File: src/rtl/regfile_sb_pkg.sv
// regfile_pkg: shared defaults and types for the register file / scoreboard slice.
//   XLEN_DEF, NREGS_DEF : default data width and register count
//   word_t, reg_idx_t   : data word and register index at default sizing
//   ZERO_REG            : hard-wired zero register index
package regfile_pkg;
  localparam int XLEN_DEF  = 32;
  localparam int NREGS_DEF = 32;

  typedef logic [XLEN_DEF-1:0]          word_t;
  typedef logic [$clog2(NREGS_DEF)-1:0] reg_idx_t;

  localparam reg_idx_t ZERO_REG = '0;
endpackage

File: src/rtl/regfile_sb_if.sv
// regfile_sb_if: decode/issue and write-back connection to the register file.
//   rd_addr/rd_data/rd_busy       : NRD combinational read ports with hazard flag
//   iss_valid/iss_rd/iss_ready    : destination claim handshake
//   wb_valid/wb_addr/wb_data      : write-back port
//   pend_cnt                      : number of registers currently busy
// master = pipeline side, slave = register file.
interface regfile_sb_if #(
  parameter int XLEN  = 32,
  parameter int NREGS = 32,
  parameter int NRD   = 2
) ();
  localparam int AW = $clog2(NREGS);

  logic [NRD-1:0][AW-1:0]   rd_addr;
  logic [NRD-1:0][XLEN-1:0] rd_data;
  logic [NRD-1:0]           rd_busy;
  logic                     iss_valid;
  logic [AW-1:0]            iss_rd;
  logic                     iss_ready;
  logic                     wb_valid;
  logic [AW-1:0]            wb_addr;
  logic [XLEN-1:0]          wb_data;
  logic [AW:0]              pend_cnt;

  modport master (
    output rd_addr, iss_valid, iss_rd, wb_valid, wb_addr, wb_data,
    input  rd_data, rd_busy, iss_ready, pend_cnt
  );

  modport slave (
    input  rd_addr, iss_valid, iss_rd, wb_valid, wb_addr, wb_data,
    output rd_data, rd_busy, iss_ready, pend_cnt
  );
endinterface

File: src/rtl/regfile_sb_scoreboard.sv
// regfile_scoreboard: per-register busy bits for the write-back scoreboard.
//   clk, rst_n          : clock, synchronous active-low reset
//   set_v/set_idx       : claim request; set_ready says whether it is accepted
//   clr_v/clr_idx       : write-back clearing a busy bit
//   q_idx/q_busy        : NQ hazard queries (a same-cycle clear hides the hazard)
//   cnt                 : registered popcount of the busy bits
//   busy_vec            : raw busy vector (only with REGFILE_SB_DEBUG_EN)
// Register 0 is never marked busy. A claim and a clear to the same register in
// one cycle leave the bit set: the clear is applied first, then the claim.
module regfile_scoreboard #(
  parameter int NREGS = 32,
  parameter int NQ    = 2,
  localparam int AW   = $clog2(NREGS)
) (
  input  logic                 clk,
  input  logic                 rst_n,
  input  logic                 set_v,
  input  logic [AW-1:0]        set_idx,
  output logic                 set_ready,
  input  logic                 clr_v,
  input  logic [AW-1:0]        clr_idx,
  input  logic [NQ-1:0][AW-1:0] q_idx,
  output logic [NQ-1:0]        q_busy,
  output logic [AW:0]          cnt
`ifdef REGFILE_SB_DEBUG_EN
  ,
  output logic [NREGS-1:0]     busy_vec
`endif
);

  logic [NREGS-1:0] busy;
  logic [NREGS-1:0] busy_nxt;
  logic [AW:0]      cnt_nxt;
  logic             claim;

`ifdef REGFILE_SB_DEBUG_EN
  assign busy_vec = busy;
`endif

  always_comb begin
    set_ready = !(busy[set_idx] && !(clr_v && clr_idx == set_idx));
    for (int unsigned i = 0; i < NQ; i++) begin
      q_busy[i] = busy[q_idx[i]] && !(clr_v && clr_idx == q_idx[i]);
    end
  end

  assign claim = set_v && set_ready && (set_idx != '0);

  always_comb begin
    busy_nxt = busy;
    if (clr_v) busy_nxt[clr_idx] = 1'b0;
    if (claim) busy_nxt[set_idx] = 1'b1;
    busy_nxt[0] = 1'b0;
    cnt_nxt = '0;
    for (int unsigned i = 0; i < NREGS; i++) begin
      cnt_nxt = cnt_nxt + (AW+1)'(busy_nxt[i]);
    end
  end

  always_ff @(posedge clk) begin
    if (!rst_n) begin
      busy <= '0;
      cnt  <= '0;
    end else begin
      busy <= busy_nxt;
      cnt  <= cnt_nxt;
    end
  end

endmodule

File: src/rtl/regfile_sb.sv
// regfile_sb: integer register file with write-back scoreboard.
//   clk, rst_n : clock, synchronous active-low reset
//   bus        : regfile_sb_if slave (read ports, claim handshake, write-back, pend_cnt)
//   dbg_regs   : full register array, no bypass   (only with REGFILE_SB_DEBUG_EN)
//   dbg_busy   : raw busy vector                  (only with REGFILE_SB_DEBUG_EN)
// Reads are combinational with write-back bypass; register 0 reads zero and is
// never written. Busy tracking lives in regfile_scoreboard.
module regfile_sb
  import regfile_pkg::*;
#(
  parameter int XLEN  = XLEN_DEF,
  parameter int NREGS = NREGS_DEF,
  parameter int NRD   = 2
) (
  input  logic             clk,
  input  logic             rst_n,
  regfile_sb_if.slave      bus
`ifdef REGFILE_SB_DEBUG_EN
  ,
  output logic [XLEN-1:0]  dbg_regs [NREGS],
  output logic [NREGS-1:0] dbg_busy
`endif
);

  logic [XLEN-1:0] regs [NREGS];

  always_ff @(posedge clk) begin
    if (!rst_n) begin
      for (int unsigned i = 0; i < NREGS; i++) regs[i] <= '0;
    end else if (bus.wb_valid && bus.wb_addr != '0) begin
      regs[bus.wb_addr] <= bus.wb_data;
    end
  end

  for (genvar i = 0; i < NRD; i++) begin : g_rd
    assign bus.rd_data[i] =
      (bus.wb_valid && bus.wb_addr == bus.rd_addr[i] && bus.rd_addr[i] != '0)
        ? bus.wb_data : regs[bus.rd_addr[i]];
  end

  regfile_scoreboard #(
    .NREGS (NREGS),
    .NQ    (NRD)
  ) u_sb (
    .clk       (clk),
    .rst_n     (rst_n),
    .set_v     (bus.iss_valid),
    .set_idx   (bus.iss_rd),
    .set_ready (bus.iss_ready),
    .clr_v     (bus.wb_valid),
    .clr_idx   (bus.wb_addr),
    .q_idx     (bus.rd_addr),
    .q_busy    (bus.rd_busy),
    .cnt       (bus.pend_cnt)
`ifdef REGFILE_SB_DEBUG_EN
    ,
    .busy_vec  (dbg_busy)
`endif
  );

`ifdef REGFILE_SB_DEBUG_EN
  assign dbg_regs = regs;
`endif

endmodule

File: src/flat_wrapper.sv
// flat-port wrapper written by rule: the top's interface ports become plain ports
module regfile_sb_flat import regfile_pkg::*;
#(
  parameter int XLEN  = XLEN_DEF,
  parameter int NREGS = NREGS_DEF,
  parameter int NRD   = 2
)
  (clk, rst_n, bus_rd_addr, bus_iss_valid, bus_iss_rd, bus_wb_valid, bus_wb_addr, bus_wb_data, bus_rd_data, bus_rd_busy, bus_iss_ready, bus_pend_cnt);
  regfile_sb_if #(.XLEN(XLEN), .NREGS(NREGS), .NRD(NRD)) bus_i ();
  input  logic clk;
  input  logic rst_n;
  input wire logic [$bits(bus_i.rd_addr)-1:0] bus_rd_addr;
  input wire logic [$bits(bus_i.iss_valid)-1:0] bus_iss_valid;
  input wire logic [$bits(bus_i.iss_rd)-1:0] bus_iss_rd;
  input wire logic [$bits(bus_i.wb_valid)-1:0] bus_wb_valid;
  input wire logic [$bits(bus_i.wb_addr)-1:0] bus_wb_addr;
  input wire logic [$bits(bus_i.wb_data)-1:0] bus_wb_data;
  output wire logic [$bits(bus_i.rd_data)-1:0] bus_rd_data;
  output wire logic [$bits(bus_i.rd_busy)-1:0] bus_rd_busy;
  output wire logic [$bits(bus_i.iss_ready)-1:0] bus_iss_ready;
  output wire logic [$bits(bus_i.pend_cnt)-1:0] bus_pend_cnt;
  assign bus_i.rd_addr = bus_rd_addr;
  assign bus_i.iss_valid = bus_iss_valid;
  assign bus_i.iss_rd = bus_iss_rd;
  assign bus_i.wb_valid = bus_wb_valid;
  assign bus_i.wb_addr = bus_wb_addr;
  assign bus_i.wb_data = bus_wb_data;
  assign bus_rd_data = bus_i.rd_data;
  assign bus_rd_busy = bus_i.rd_busy;
  assign bus_iss_ready = bus_i.iss_ready;
  assign bus_pend_cnt = bus_i.pend_cnt;
  regfile_sb #(.XLEN(XLEN), .NREGS(NREGS), .NRD(NRD)) u_core (.clk(clk), .rst_n(rst_n), .bus(bus_i));
endmodule
File: config.mk
export PLATFORM = sky130hd
export DESIGN_NAME = regfile_sb_flat
export DESIGN_NICKNAME = d
export VERILOG_FILES = /design/src/rtl/regfile_sb_pkg.sv /design/src/rtl/regfile_sb_if.sv /design/src/rtl/regfile_sb_scoreboard.sv /design/src/rtl/regfile_sb.sv /design/src/flat_wrapper.sv
export SDC_FILE = /design/constraint.sdc
export NUM_CORES = 2
export LEC_CHECK = 0
export ABC_CLOCK_PERIOD_IN_PS = 9900
export BUFFER_PORTS_ARGS = -buffer_cell sky130_fd_sc_hd__clkbuf_2
export CORE_ASPECT_RATIO = 1.1
export CORE_MARGIN = 2
export CORE_UTILIZATION = 55
export CTS_CLUSTER_SIZE = 25
export DETAILED_ROUTE_END_ITERATION = 10
export HOLD_SLACK_MARGIN = 0.15
export PLACE_DENSITY = 0.71
export SYNTH_ARGS = -nofsm -noshare
export SYNTH_HDL_FRONTEND = slang
export SYNTH_SLANG_ARGS = --single-unit
File: constraint.sdc
create_clock -name clk -period 9.9 [get_ports clk]
set_clock_uncertainty 0.2 [all_clocks]
set_input_delay 0.495 -clock clk [delete_from_list [all_inputs] [get_ports clk]]
set_output_delay 0.495 -clock clk [all_outputs]
set_load 0.02 [all_outputs]
==> impl_metrics.ini <==
[logic_synthesis]
netlist_area_um2 = 58500
synthFlopType = edfxtp_1
synth_warnings = 0
synth.mux.area_fraction_pct = 19.8
synthArstFlopShare_pct = 0
synth-edff-count = 1024
synth.distinct_cells = 76
yosys.area_share.adder_pct = 0.937
ys_ff_latch = 1061
synthXorXnorAreaFrac_pct = 0.255
synth_top_family_by_area = multiplexers
synth_compound_area_share_pct = 8.53
yosys.area_share.simple_pct = 13.2
syn_avg_cell_area_um2 = 13.7
synth_sequential_area_ratio_pct = 53.9
synth_cells = 4272

[floorplanning]
die_w_um = 315
rows = 125
dieArea_um2 = 109000
fp.coreArea_um2 = 106000
die_height_um = 346
start_util_pct = 55.4
ios = 129

[timing]
slew_headroom_pct = 2.25
fmax_mhz = 141
hold_viol_final = 0
tns_ps = 0
final.min_clock_period_ps = 7080
timing.final.ws_setup_ps = 2820
setup_viol = 0
fin_crit_sh_pct = 71.5
rsz0062_at_grt = no
maxSlewViolCount = 0
worst_pin_slew_ps = 1470

[detailed_routing]
wl_per_cell_um = 34.1
drc = 0
wl_um = 194000
drtIter0Drc = 6032
detail-route-antenna-nets = 0
vias = 39385
via_per_inst = 6.94
first_pass_iters = 6

[setup_path]
slowest_stage = fa_1
crit_path_max_incr_delay_ps = 570
critPathArrivalTime_ps = 7410
crit_fanout = 14
worstSetupPathType = flip-flop to flip-flop
start_kind = flip-flop
crit_path_cell_trace = mux4_1 -> a22o_1 -> a221oi_4 -> and2_4 -> a31oi_1 -> fa_1 -> inv_1 -> fa_1 -> inv_1 -> fa_1 -> inv_1 -> fa_1 -> fa_1 -> fa_1 -> fa_1 -> fa_1 -> a21o_1 -> a21oi_1 -> xor2_1 -> nor2_1
worst_path_most_repeated_cell = fa_1
end_kind = flip-flop
worstPathRequired_ps = 10230

[power]
p_leak_nw = 22.3
peakVddDrop_mv = 0.155
p_per_area_nw_per_um2 = 167
finalPower_mw = 10.7

[placed_design]
place_congestion = 0.917
dp_slack_ps = 2180
post-place-cells = 5472
dpl.hpwl_um = 111000
port_buffers = 128

[clock_network]
numClockSinks = 1061
cts_max_path_buffers = 3
root_buffer = clkbuf_16
cts_tree = done
ctsHoldBuffers = 0
cts.clk_slew.worst_paths_ps = 70
cts_setup_buffers = 0
h-tree-depth = 3
cts_buffers = 110
insertion_delay_ps = 700
post_cts_resized = 0

[final_layout]
instances_no_fill = 5679
area_growth_pct = 9.39
drive_gt1_share_pct = 20.1
nNetsFinal = 4273
final_util_pct = 60.6

[min_path]
hp-class = primary input to flip-flop

[grt]
overflow = 0
antenna_found_initial = 15
grt_max_degree = 147
grt_pass1_wl_um = 275000
grt_pass1_vias = 38779
grt.total_usage_pct = 35.6

[flow_run]
max_cap_viol_count = 0

[outcome]
outcome = finished, final reports clean
worst max-delay path: cells and delay by family (launching register included):
family                     cells  cell delay, ps
DFF                            1             340
muxes                          1             560
adders and majority gates      8            3950
AOI/OAI and AO/OA              5            1160
xor gates and xnor gates       1             160
buffers and inverters          3             150
and+or+nand+nor                2             380
layout by cell type, fill, tap and decap left out, types with 19 or more instances in the layout:
| cell type | instances |
|---|---|
| a22o_1 | 29 |
| o21ai_0 | 99 |
| nor2b_1 | 25 |
| o21a_1 | 30 |
| a211oi_1 | 36 |
| buf_4 | 98 |
| o22ai_1 | 51 |
| fa_1 | 23 |
| conb_1 | 32 |
| clkbuf_1 | 29 |
| dfxtp_1 | 37 |
| mux4_2 | 378 |
| a31oi_1 | 45 |
| inv_1 | 26 |
| o41ai_1 | 25 |
| mux2i_1 | 288 |
| clkinv_2 | 19 |
| nor2_1 | 49 |
| and2_1 | 1001 |
| a21oi_1 | 61 |
| o221ai_1 | 74 |
| edfxtp_1 | 1024 |
| a21o_1 | 33 |
| clkbuf_2 | 122 |
| o21ai_4 | 28 |
| clkinv_1 | 28 |
| nand2_1 | 95 |
| a22oi_1 | 98 |
| o22a_1 | 42 |
| nor2_4 | 20 |
| clkbuf_16 | 113 |
synth_stat cells (5+ instances only):
library cell | n | area share (%)
nand3_1 | 14 | 0.12
and2_1 | 1002 | 11
o221ai_1 | 74 | 1.1
o22a_1 | 42 | 0.63
mux2_2 | 5 | 0.096
o2bb2ai_1 | 10 | 0.15
or3b_2 | 5 | 0.075
buf_2 | 85 | 0.73
o41ai_1 | 25 | 0.37
nand3b_1 | 10 | 0.13
a22oi_1 | 98 | 1.3
xnor2_1 | 12 | 0.18
nor3_1 | 5 | 0.043
mux4_2 | 378 | 15
o2111ai_1 | 6 | 0.090
mux2i_1 | 288 | 4.9
or2_2 | 6 | 0.064
a22o_1 | 29 | 0.43
dfxtp_1 | 37 | 1.3
nor2b_1 | 29 | 0.31
a21o_1 | 33 | 0.42
edfxtp_1 | 1024 | 53
xor2_1 | 5 | 0.075
nand4_1 | 8 | 0.086
a211o_1 | 6 | 0.090
inv_1 | 28 | 0.18
buf_4 | 14 | 0.18
buf_1 | 13 | 0.083
ha_1 | 7 | 0.15
a221oi_1 | 12 | 0.18
fa_1 | 23 | 0.79
a211oi_1 | 36 | 0.46
a31oi_1 | 45 | 0.48
o21ai_0 | 127 | 1.1
o22ai_1 | 51 | 0.55
o21a_1 | 30 | 0.39
a21oi_1 | 61 | 0.52
nor2_1 | 82 | 0.53
and3_1 | 6 | 0.064
nand2_1 | 98 | 0.63
clkbuf_1 | 343 | 2.2
nand2b_1 | 7 | 0.075
where the power goes:
group	total, mW	internal [mW]	switching (mW)
sequential	5.28	5.16	0.121
clock	4.01	2.22	1.79
combinational	1.40	0.510	0.895
total	10.7	7.90	2.81
per-layer routing:
layer | global-route usage [%] | part of all wire, % | up-vias
li1 | - | - | 16172
met3 | 8.38 | 12 | 449
met4 | 14.0 | 4.0 | 8
met2 | 55.0 | 46 | 2683
met5 | 0 | 0.029 | -
met1 | 48.9 | 38 | 20073
logic make-up (layout without fill, tap and decap cells):
kind of cell               count (synthesis)  count (layout)
other                                      1              34
DFF                                     1061            1061
and+or+nand+nor                         1298            1298
muxes                                    675             675
xor gates and xnor gates                  17              17
adders and majority gates                 30              30
buffers and inverters                    486             463
AOI/OAI and AO/OA                        704             704
registers in the layout, indices dropped and copies added (netlist names):
name	count
u_core.regs	1024
u_core.u_sb.cnt	6
u_core.u_sb.busy	31
final timing paths:
| check | startpoint | end | slack, ps | cells past startpoint |
|---|---|---|---|---|
| worst max-delay path | u_core.u_sb.busy[13] | u_core.u_sb.cnt[4] | 2820 | 20 |
| worst max register to register | u_core.u_sb.busy[13] | u_core.u_sb.cnt[4] | 2820 | 20 |
| worst min register to register | u_core.u_sb.busy[4] | u_core.u_sb.busy[4] | 460 | 2 |
| worst min-delay path | rst_n | u_core.u_sb.busy[9] | 210 | 2 |
per-stage QoR:
stage                     cell area [µm²]  hold WS, ps
after floorplan                     58600          314
after global placement              60500          398
after CTS                           64000          170
after global routing                64000          225
after detailed placement            60500          407
final                               64000          211
final cells by class:
class | count | area [µm²]
repair buffers | 230 | 1530
diodes | 2 | 5.00
multi-input cells | 2756 | 25700
well taps | 1397 | 1750
flip-flops and latches | 1061 | 31500
clock buffers | 142 | 2940
fillers | 7919 | 41600
inverters | 28 | 105
clock inverters | 63 | 480
Note: power is estimated with default switching activity, not from simulation.
